`src/rtl/lane_serializer_pkg.sv`:
```
// Shared defaults and types for the lane serializer: default geometry, index/count types
// sized for the default 16x16 configuration, and the two-state burst FSM encoding.
package lane_ser_pkg;

    localparam int LANE_W_DEF    = 16;
    localparam int NUM_LANES_DEF = 16;
    localparam int IDX_W_DEF     = $clog2(NUM_LANES_DEF);
    localparam int CNT_W_DEF     = IDX_W_DEF + 1;

    typedef logic [IDX_W_DEF-1:0] lane_idx_t;
    typedef logic [CNT_W_DEF-1:0] beat_cnt_t;

    typedef enum logic {
        IDLE = 1'b0,
        SEND = 1'b1
    } ser_state_t;

endpackage

```
`src/rtl/lane_serializer_if.sv`:
```
// Load-side and beat-side handshake bundle of the lane serializer.
// master = surrounding datapath/consumer, slave = the serializer itself.
interface lane_ser_if #(
    parameter int LANE_W    = 16,
    parameter int NUM_LANES = 16
);
    localparam int IDX_W = $clog2(NUM_LANES);
    localparam int CNT_W = IDX_W + 1;

    logic                        flush;
    logic                        in_valid;
    logic                        in_ready;
    logic [LANE_W*NUM_LANES-1:0] in_data;
    logic [IDX_W-1:0]            in_start;
    logic [CNT_W-1:0]            in_count;
    logic                        in_msb_first;
    logic                        out_valid;
    logic                        out_ready;
    logic [LANE_W-1:0]           out_data;
    logic [IDX_W-1:0]            out_lane;
    logic                        out_last;
    logic                        busy;

    modport master (
        output flush, in_valid, in_data, in_start, in_count, in_msb_first, out_ready,
        input  in_ready, out_valid, out_data, out_lane, out_last, busy
    );

    modport slave (
        input  flush, in_valid, in_data, in_start, in_count, in_msb_first, out_ready,
        output in_ready, out_valid, out_data, out_lane, out_last, busy
    );

endinterface

```
`src/rtl/lane_serializer_mux.sv`:
```
// Combinational lane select: picks lane i_sel out of a packed NUM_LANES x LANE_W word.
module lane_mux #(
    parameter int LANE_W    = 16,
    parameter int NUM_LANES = 16
) (
    input  logic [LANE_W*NUM_LANES-1:0]   i_data,
    input  logic [$clog2(NUM_LANES)-1:0]  i_sel,
    output logic [LANE_W-1:0]             o_lane
);

    localparam int IDX_W = $clog2(NUM_LANES);

    always_comb begin
        o_lane = '0;
        for (int k = 0; k < NUM_LANES; k++) begin
            if (i_sel == IDX_W'(k)) begin
                o_lane = i_data[k*LANE_W +: LANE_W];
            end
        end
    end

endmodule

```
`src/rtl/lane_serializer.sv`:
```
// Captures a wide result word and streams a programmable run of its lanes out one beat at a time.
// Back-to-back loads are accepted on the last-beat handshake so consecutive bursts have no bubble.
module lane_serializer
    import lane_ser_pkg::*;
#(
    parameter int LANE_W    = LANE_W_DEF,
    parameter int NUM_LANES = NUM_LANES_DEF
) (
    input  logic      clk,
    input  logic      reset,
    lane_ser_if.slave bus
);

    localparam int IDX_W = $clog2(NUM_LANES);
    localparam int CNT_W = IDX_W + 1;

    ser_state_t                  r_state;
    logic [LANE_W*NUM_LANES-1:0] r_buf;
    logic [IDX_W-1:0]            r_idx;
    logic [CNT_W-1:0]            r_rem;
    logic                        r_msb;
    logic                        r_valid;
    logic                        r_last;
    logic [LANE_W-1:0]           r_data;

    logic                        w_fire;
    logic                        w_inReady;
    logic                        w_load;
    logic [CNT_W-1:0]            w_cnt;
    logic [IDX_W-1:0]            w_stepIdx;
    logic [IDX_W-1:0]            w_selIdx;
    logic [LANE_W*NUM_LANES-1:0] w_srcData;
    logic [LANE_W-1:0]           w_laneData;

    assign w_fire    = r_valid & bus.out_ready;
    assign w_inReady = (r_state == IDLE) | (w_fire & r_last);
    assign w_load    = bus.in_valid & w_inReady & ~bus.flush;

    // A zero or oversized count means "the whole word".
    always_comb begin
        w_cnt = bus.in_count;
        if ((bus.in_count == '0) || (bus.in_count > CNT_W'(NUM_LANES))) begin
            w_cnt = CNT_W'(NUM_LANES);
        end
    end

    // Index arithmetic wraps for free because NUM_LANES is a power of two.
    assign w_stepIdx = r_msb ? (r_idx - 1'b1) : (r_idx + 1'b1);
    assign w_selIdx  = w_load ? bus.in_start : w_stepIdx;
    assign w_srcData = w_load ? bus.in_data  : r_buf;

    lane_mux #(
        .LANE_W    (LANE_W),
        .NUM_LANES (NUM_LANES)
    ) u_laneMux (
        .i_data (w_srcData),
        .i_sel  (w_selIdx),
        .o_lane (w_laneData)
    );

    always_ff @(posedge clk) begin
        if (reset) begin
            r_state <= IDLE;
            r_buf   <= '0;
            r_idx   <= '0;
            r_rem   <= '0;
            r_msb   <= 1'b0;
            r_valid <= 1'b0;
            r_last  <= 1'b0;
            r_data  <= '0;
        end else if (bus.flush) begin
            r_state <= IDLE;
            r_valid <= 1'b0;
            r_last  <= 1'b0;
        end else if (w_load) begin
            r_state <= SEND;
            r_buf   <= bus.in_data;
            r_idx   <= bus.in_start;
            r_rem   <= w_cnt;
            r_msb   <= bus.in_msb_first;
            r_valid <= 1'b1;
            r_last  <= (w_cnt == CNT_W'(1));
            r_data  <= w_laneData;
        end else if (w_fire) begin
            if (r_last) begin
                r_state <= IDLE;
                r_valid <= 1'b0;
                r_last  <= 1'b0;
            end else begin
                r_idx  <= w_stepIdx;
                r_rem  <= r_rem - 1'b1;
                r_last <= (r_rem == CNT_W'(2));
                r_data <= w_laneData;
            end
        end
    end

    assign bus.in_ready  = w_inReady;
    assign bus.out_valid = r_valid;
    assign bus.out_data  = r_data;
    assign bus.out_lane  = r_idx;
    assign bus.out_last  = r_last;
    assign bus.busy      = r_valid;

endmodule
```
`src/flat_wrapper.sv`:
```
// flat-port wrapper written by rule: the top's interface ports become plain ports
module lane_serializer_flat import lane_ser_pkg::*;
#(
    parameter int LANE_W    = LANE_W_DEF,
    parameter int NUM_LANES = NUM_LANES_DEF
)
  (clk, reset, bus_flush, bus_in_valid, bus_in_data, bus_in_start, bus_in_count, bus_in_msb_first, bus_out_ready, bus_in_ready, bus_out_valid, bus_out_data, bus_out_lane, bus_out_last, bus_busy);
  lane_ser_if #(.LANE_W(LANE_W), .NUM_LANES(NUM_LANES)) bus_i ();
  input  logic clk;
  input  logic reset;
  input wire logic [$bits(bus_i.flush)-1:0] bus_flush;
  input wire logic [$bits(bus_i.in_valid)-1:0] bus_in_valid;
  input wire logic [$bits(bus_i.in_data)-1:0] bus_in_data;
  input wire logic [$bits(bus_i.in_start)-1:0] bus_in_start;
  input wire logic [$bits(bus_i.in_count)-1:0] bus_in_count;
  input wire logic [$bits(bus_i.in_msb_first)-1:0] bus_in_msb_first;
  input wire logic [$bits(bus_i.out_ready)-1:0] bus_out_ready;
  output wire logic [$bits(bus_i.in_ready)-1:0] bus_in_ready;
  output wire logic [$bits(bus_i.out_valid)-1:0] bus_out_valid;
  output wire logic [$bits(bus_i.out_data)-1:0] bus_out_data;
  output wire logic [$bits(bus_i.out_lane)-1:0] bus_out_lane;
  output wire logic [$bits(bus_i.out_last)-1:0] bus_out_last;
  output wire logic [$bits(bus_i.busy)-1:0] bus_busy;
  assign bus_i.flush = bus_flush;
  assign bus_i.in_valid = bus_in_valid;
  assign bus_i.in_data = bus_in_data;
  assign bus_i.in_start = bus_in_start;
  assign bus_i.in_count = bus_in_count;
  assign bus_i.in_msb_first = bus_in_msb_first;
  assign bus_i.out_ready = bus_out_ready;
  assign bus_in_ready = bus_i.in_ready;
  assign bus_out_valid = bus_i.out_valid;
  assign bus_out_data = bus_i.out_data;
  assign bus_out_lane = bus_i.out_lane;
  assign bus_out_last = bus_i.out_last;
  assign bus_busy = bus_i.busy;
  lane_serializer #(.LANE_W(LANE_W), .NUM_LANES(NUM_LANES)) u_core (.clk(clk), .reset(reset), .bus(bus_i));
endmodule
```
`config.mk`:
```
export PLATFORM = sky130hd
export DESIGN_NAME = lane_serializer_flat
export DESIGN_NICKNAME = d
export VERILOG_FILES = /design/src/rtl/lane_serializer_pkg.sv /design/src/rtl/lane_serializer_if.sv /design/src/rtl/lane_serializer_mux.sv /design/src/rtl/lane_serializer.sv /design/src/flat_wrapper.sv
export SDC_FILE = /design/constraint.sdc
export NUM_CORES = 1
export LEC_CHECK = 0
export CORE_MARGIN = 5
export CORE_UTILIZATION = 30
export CTS_BUF_LIST = sky130_fd_sc_hd__clkbuf_8
export DETAILED_ROUTE_END_ITERATION = 6
export HOLD_SLACK_MARGIN = 0.12
export PLACE_DENSITY = 0.61
export SYNTH_ARGS = -nofsm -noshare
export SYNTH_HDL_FRONTEND = slang
export SYNTH_SLANG_ARGS = --single-unit
export TNS_END_PERCENT = 10
```
`constraint.sdc`:
```
create_clock -name clk -period 10.9 [get_ports clk]
set_clock_uncertainty 0.2 [all_clocks]
set_input_delay 1.635 -clock clk [delete_from_list [all_inputs] [get_ports clk]]
set_output_delay 1.635 -clock clk [all_outputs]
set_load 0.01 [all_outputs]
```
==> results of run 1 <==
-- cell usage in the layout (no fill, tap or decap), types with 5 or more instances in the layout --
cell             count
clkbuf_8            65
nor3_1              21
a32o_1               8
o22a_1               7
mux2i_1            133
nand2b_1             9
a31oi_1             16
a21oi_1            179
a2111oi_0            7
a22oi_1             24
ha_1                 5
o211ai_1            10
o211a_1              5
clkinv_2             7
mux4_2              22
o21ai_1              9
a211oi_1             7
o21ai_0             45
a311oi_1             9
o221ai_1            15
a221o_1              8
o22ai_1             18
dfxtp_1            283
diode_2              8
a221oi_1            21
nand2_1            319
or3_1                5
nor4_1               8
nand4_1              5
clkdlybuf4s50_1    292
nand3_1             32
nor2b_1              6
inv_1               27
nor2_1             186
buf_4               23
-- per-layer routing --
metal	part of all wire, %	GRT usage [%]	wire [um]
met5	0.24	0	134
met4	2.7	6.96	1500
met3	9.9	5.99	5630
met2	44	32.2	24600
met1	44	29.8	24700
-- worst max-delay path, cell delays in order --
cell and delay, ps:
clkdlybuf4s50_1 520, nor2b_1 660, nand2_8 560, buf_4 560, nor3_1 900, a22oi_1 160, a22oi_1 340, o21ai_0 150
a311oi_1 330
-- power breakdown --
part | internal, uW | switching [uW] | total (uW)
sequential | 1090 | 24.7 | 1120
clock | 597 | 460 | 1060
combinational | 229 | 307 | 536
-- worst paths after layout --
path | slack, ps | cells past startpoint | from | endpoint
worst max-delay path | 5250 | 9 | bus_in_valid | u_core.bus.out_data[12]
worst max register to register | 6500 | 10 | u_core.r_state | u_core.bus.out_data[4]
worst min register to register | 250 | 2 | u_core.r_buf[20] | u_core.r_buf[20]
worst min-delay path | 250 | 2 | u_core.r_buf[20] | u_core.r_buf[20]
-- stage by stage --
stage	std cells	power, uW
2_1_floorplan	1637	1420
4_1_cts	2521	2720
5_1_grt	2526	2810
3_5_place_dp	2431	1660
3_3_place_gp	2431	1660
6_report	2529	2710
-- logic make-up (layout without fill, tap and decap cells) --
group | after synthesis | in the layout
adder cells (fa/ha/maj) | 6 | 6
AO/OA/AOI/OAI | 429 | 429
AND/OR/NAND/NOR | 615 | 615
buffers and inverters | 137 | 421
multiplexers | 160 | 160
flip-flops | 284 | 284
other | 0 | 8
XOR/XNOR | 6 | 6
-- state kept, by name, summed over array words and instances (netlist names) --
name and flops:
u_core.bus.out_data 16, u_core.bus.out_lane 4, u_core.bus.out_last 1, u_core.r_buf 256, u_core.r_msb 1, u_core.r_rem 5
u_core.r_state 1
-- cell type report --
| class | instances | area (um^2) | share of cell area [%] |
|---|---|---|---|
| Tap cell | 600 | 751 | 4.14 |
| Timing Repair Buffer | 318 | 3130 | 17.3 |
| Antenna cell | 8 | 20.0 | 0.110 |
| Sequential cell | 284 | 5690 | 31.4 |
| Clock inverter | 26 | 190 | 1.05 |
| Inverter | 13 | 51.3 | 0.283 |
| Multi-Input combinational cell | 1216 | 7420 | 40.9 |
| Clock buffer | 64 | 881 | 4.86 |
==> results_dict.tcl, run 1 <==
set metrics [dict create \
    status "completed" \
    core_um2 45300 \
    synth_top_area_share_pct 41.4 \
    path_max_fanout 123 \
    grt_overflow_total 0 \
    cts_tree "built" \
    wirelength_mm 56.6 \
    routed-via-count 13700 \
    clk_pin_slew_ps 60 \
    async_reset_ff_share_pct 0 \
    fin_crit_sh_pct 51.8 \
    dieArea_um2 50100 \
    synth-compound-area-share_pct 20.5 \
    synth.area.top_cells "dfxtp_1 41%, mux2i_1 9.8%, nand2_1 8.7%, a21oi_1 6.5%, nor2_1 5.1%" \
    avgSynthCellArea_um2 8.38 \
    vias_per_cell 5.43 \
    vdd_drop_max_mv 0.0763 \
    cts_resized 0 \
    cp_data_arrival_time_ps 5950 \
    synthMostInstantiatedCell "nand2_1" \
    maxCapViolations 0 \
    die_y_um 224 \
    yosysWarnings 0 \
    drive_gt1_share_pct 8.07 \
    yosys.area.top_type "dfxtp_1" \
    drtAntennaViolNets 0 \
    gp_congestion 0.984 \
    post-route-cell-area_um2 18100 \
    final.setup.tns_ps 0 \
    dp_hpwl_mm 41.7 \
    final-hold-violation-count 0 \
    grt_pass1_vias 13100 \
    syn-cell-area_um2 13700 \
    hp-class "flop to flop" \
    port_buffers 294 \
    syn-num-nets 1914 \
    grt_max_degree 162 \
    slew_headroom_pct 10.7 \
    drc 0 \
    hold_slack_ps 253 \
    rows 78 \
    cts_buffer_depth 3 \
    die_w_um 224 \
    ys_ff_latch 284 \
    yosys.area_share.simple_pct 18.7 \
    finalSetupViolations 0 \
    grt_pass1_wl_mm 83.2 \
    synth_edf_count 0 \
    grt_use_total_pct 21.4 \
    synth_fa_ha_area_share_pct 0.602 \
    clk_latency_ps 630 \
    fin_util_pct 40.1 \
    p_leak_uw 0.00649 \
    htreeDepth 2 \
    synth_cells 1637 \
    ys_seq_area_share_pct 41.4 \
    fin_crit_ps 5650 \
    powerDensity_nw_per_um2 149 \
    place_area_um2 17000 \
    cts_sinks 284 \
    synth_xor_area_share_pct 0.438 \
    path_class "input pin to flop" \
    worstMarginPinSlew_ps 1330 \
    drtIter0Drc 1744 \
    timing.fmax_mhz 177 \
    synth_top_family_by_area "compound AO/OA/AOI/OAI gates" \
    syn2layout_area_growth_pct 32.2 \
    ys_top_cells_by_count "319 x nand2_1, 284 x dfxtp_1, 186 x nor2_1" \
    critPathRequiredTime_ps 11210 \
    cts_buffers 50 \
    synth_flop_cell "dfxtp_1" \
    cts_root_buffer "clkbuf_8" \
    post_cts_buffers 0 \
    final.setup.worst_slack_ps 5250 \
    dr.pass1.iters 6 \
    wl_per_cell_um 22.4 \
    startpoint_type "input pin" \
    nets 2160 \
    num-fill-cells 4610 \
    end_kind "flop" \
    holdBufCountCts 0 \
    finalMaxSlewViolations 0 \
    antenna_found_initial 19 \
    muxShareOfSynthArea_pct 13.7 \
    dp_slack_ps 4820 \
    ioPinCount 295 \
    synth_cell_types 79 \
    start_util_pct 30.3 \
    rsz0062_at_grt "no" \
]
No activity file was read; power rests on OpenSTA's default activity.
==> inputs of run 2 (changes only) <==
==> constraint.sdc (replaced) <==
create_clock -name clk -period 5.2 [get_ports clk]
set_clock_uncertainty 0.2 [all_clocks]
set_input_delay 0.78 -clock clk [delete_from_list [all_inputs] [get_ports clk]]
set_output_delay 0.78 -clock clk [all_outputs]
set_load 0.01 [all_outputs]
==> run 2 against run 1 <==
  * Sequential cell count stayed put
  * Clock power is 120% higher
  * Hold slack worse by 2.5 ps
  * Core utilization rose by 0.48 points
  * Register-to-register slack worse by 5200 ps
  * Global-route usage fell by 0.29 points
  * Non-clock buffer count is 18 higher
  * First-iteration DRC count down 23%
  * Wire length down 1.5%
  * Critical path type is now flop to flop
  * Critical endpoint is now u_core.bus.out_data[4]
==> results_dict.tcl, run 2 (synthesis gave the netlist of run 1 again) <==
set metrics [dict create \
    status "completed" \
    top_register "u_core.r_buf" \
    grt_max_degree 130 \
    final-hold-violation-count 0 \
    path_max_fanout 12 \
    timing.fmax_mhz 254 \
    layout_common_cells "319 x nand2_1, 292 x clkdlybuf4s50_1, 283 x dfxtp_1" \
    final.setup.tns_ps 0 \
    start_util_pct 30.3 \
    dieArea_um2 50100 \
    largest_reg_flops 256 \
    grt_pass1_vias 13400 \
    layout_commonest_cell "nand2_1" \
    worstMarginPinSlew_ps 1110 \
    holdBufCountCts 0 \
    vias_per_cell 5.36 \
    startpoint_type "flop" \
    cts_tree "built" \
    core_um2 45300 \
    fin_crit_ps 3940 \
    rsz0062_at_grt "no" \
    slew_headroom_pct 26.0 \
    fin_crit_sh_pct 75.8 \
    hold_slack_ps 251 \
    grt_use_total_pct 21.2 \
    min_from "u_core.r_buf[9]" \
    post_cts_buffers 0 \
    die_y_um 224 \
    dr.pass1.iters 6 \
    port_buffers 294 \
    grt_overflow_total 0 \
    rows 78 \
    cts_root_buffer "clkbuf_8" \
    p_leak_uw 0.00660 \
    wirelength_mm 55.7 \
    syn2layout_area_growth_pct 33.8 \
    vdd_drop_max_mv 0.144 \
    nets 2178 \
    grt_pass1_wl_mm 82.5 \
    hp-class "flop to flop" \
    crit_start "u_core.r_msb" \
    cp_data_arrival_time_ps 4260 \
    finalMaxSlewViolations 0 \
    dp_hpwl_mm 41.3 \
    powerDensity_nw_per_um2 314 \
    finalSetupViolations 0 \
    r2r_start "u_core.r_msb" \
    critPathRequiredTime_ps 5520 \
    drive_gt1_share_pct 9.17 \
    clk_latency_ps 590 \
    gp_congestion 0.914 \
    cts_buffers 50 \
    ioPinCount 295 \
    routed-via-count 13700 \
    htreeDepth 2 \
    end_kind "flop" \
    path_class "flop to flop" \
    wl_per_cell_um 21.8 \
    drtIter0Drc 1351 \
    maxCapViolations 0 \
    drtAntennaViolNets 0 \
    die_w_um 224 \
    drc 0 \
    cts_sinks 284 \
    antenna_found_initial 15 \
    cts_resized 0 \
    clk_pin_slew_ps 70 \
    num-fill-cells 4591 \
    cts_buffer_depth 3 \
]
==> run 2: cell count changes in the layout (fill, tap and decap cells not counted), sizes merged <==
| cell | change |
|---|---|
| buf | +18 |
| clkbuf | +9 |
| inv | -4 |
| clkinv | -3 |
| bufinv | -1 |
| clkinvlp | +1 |
| diode | +1 |
==> run 2: routing by layer <==
layer,wire (um),GRT usage [%],vias up
met5,80,0,-
met4,1290,5.55,12
met3,5470,5.48,102
met2,25200,33.2,684
met1,23700,29.1,6455
li1,-,-,6407
==> run 2: worst max-delay path: stages (launching register included) <==
cell	delay [ps]
dfxtp_1	480
inv_1	90
fa_1	820
nor2_1	100
o21ai_0	190
o21a_1	530
nand2_2	220
or4_1	590
a32oi_1	230
and4b_1	270
o211ai_2	150
==> run 2: through the flow <==
stage	instance area [um^2]	setup WS (ps)	power, uW	instances	util, %
final	18400	1260	5760	2550	40.5
after global routing	18300	1070	6020	2546	40.5
after CTS	18300	1340	5800	2541	40.5
after detailed placement	17200	834	3500	2449	38.0
after global placement	17200	902	3490	2449	38.0
after floorplan	13700	1560	2970	1637	-
==> run 2: layout make-up <==
| type | instances | area [um^2] | area share [%] |
|---|---|---|---|
| Timing Repair Buffer | 336 | 3280 | 17.9 |
| Clock inverter | 19 | 133 | 0.723 |
| Sequential cell | 284 | 5690 | 31.0 |
| Antenna cell | 9 | 22.5 | 0.123 |
| Inverter | 13 | 51.3 | 0.279 |
| Multi-Input combinational cell | 1216 | 7420 | 40.4 |
| Clock buffer | 73 | 1000 | 5.47 |
| Tap cell | 600 | 751 | 4.09 |
==> run 2: final timing paths <==
check,endpoint,slack [ps],cells past startpoint
worst max-delay path,u_core.bus.out_data[4],1260,10
worst max register to register,u_core.bus.out_data[4],1260,10
worst min-delay path,u_core.r_buf[9],250,2
worst min register to register,u_core.r_buf[9],250,2
==> run 2: power breakdown <==
group / internal, uW / switching (uW) / total, uW
Sequential: 2290 / 51.9 / 2340
Combinational: 491 / 641 / 1130
Clock: 1330 / 958 / 2290
Total: 4110 / 1650 / 5760
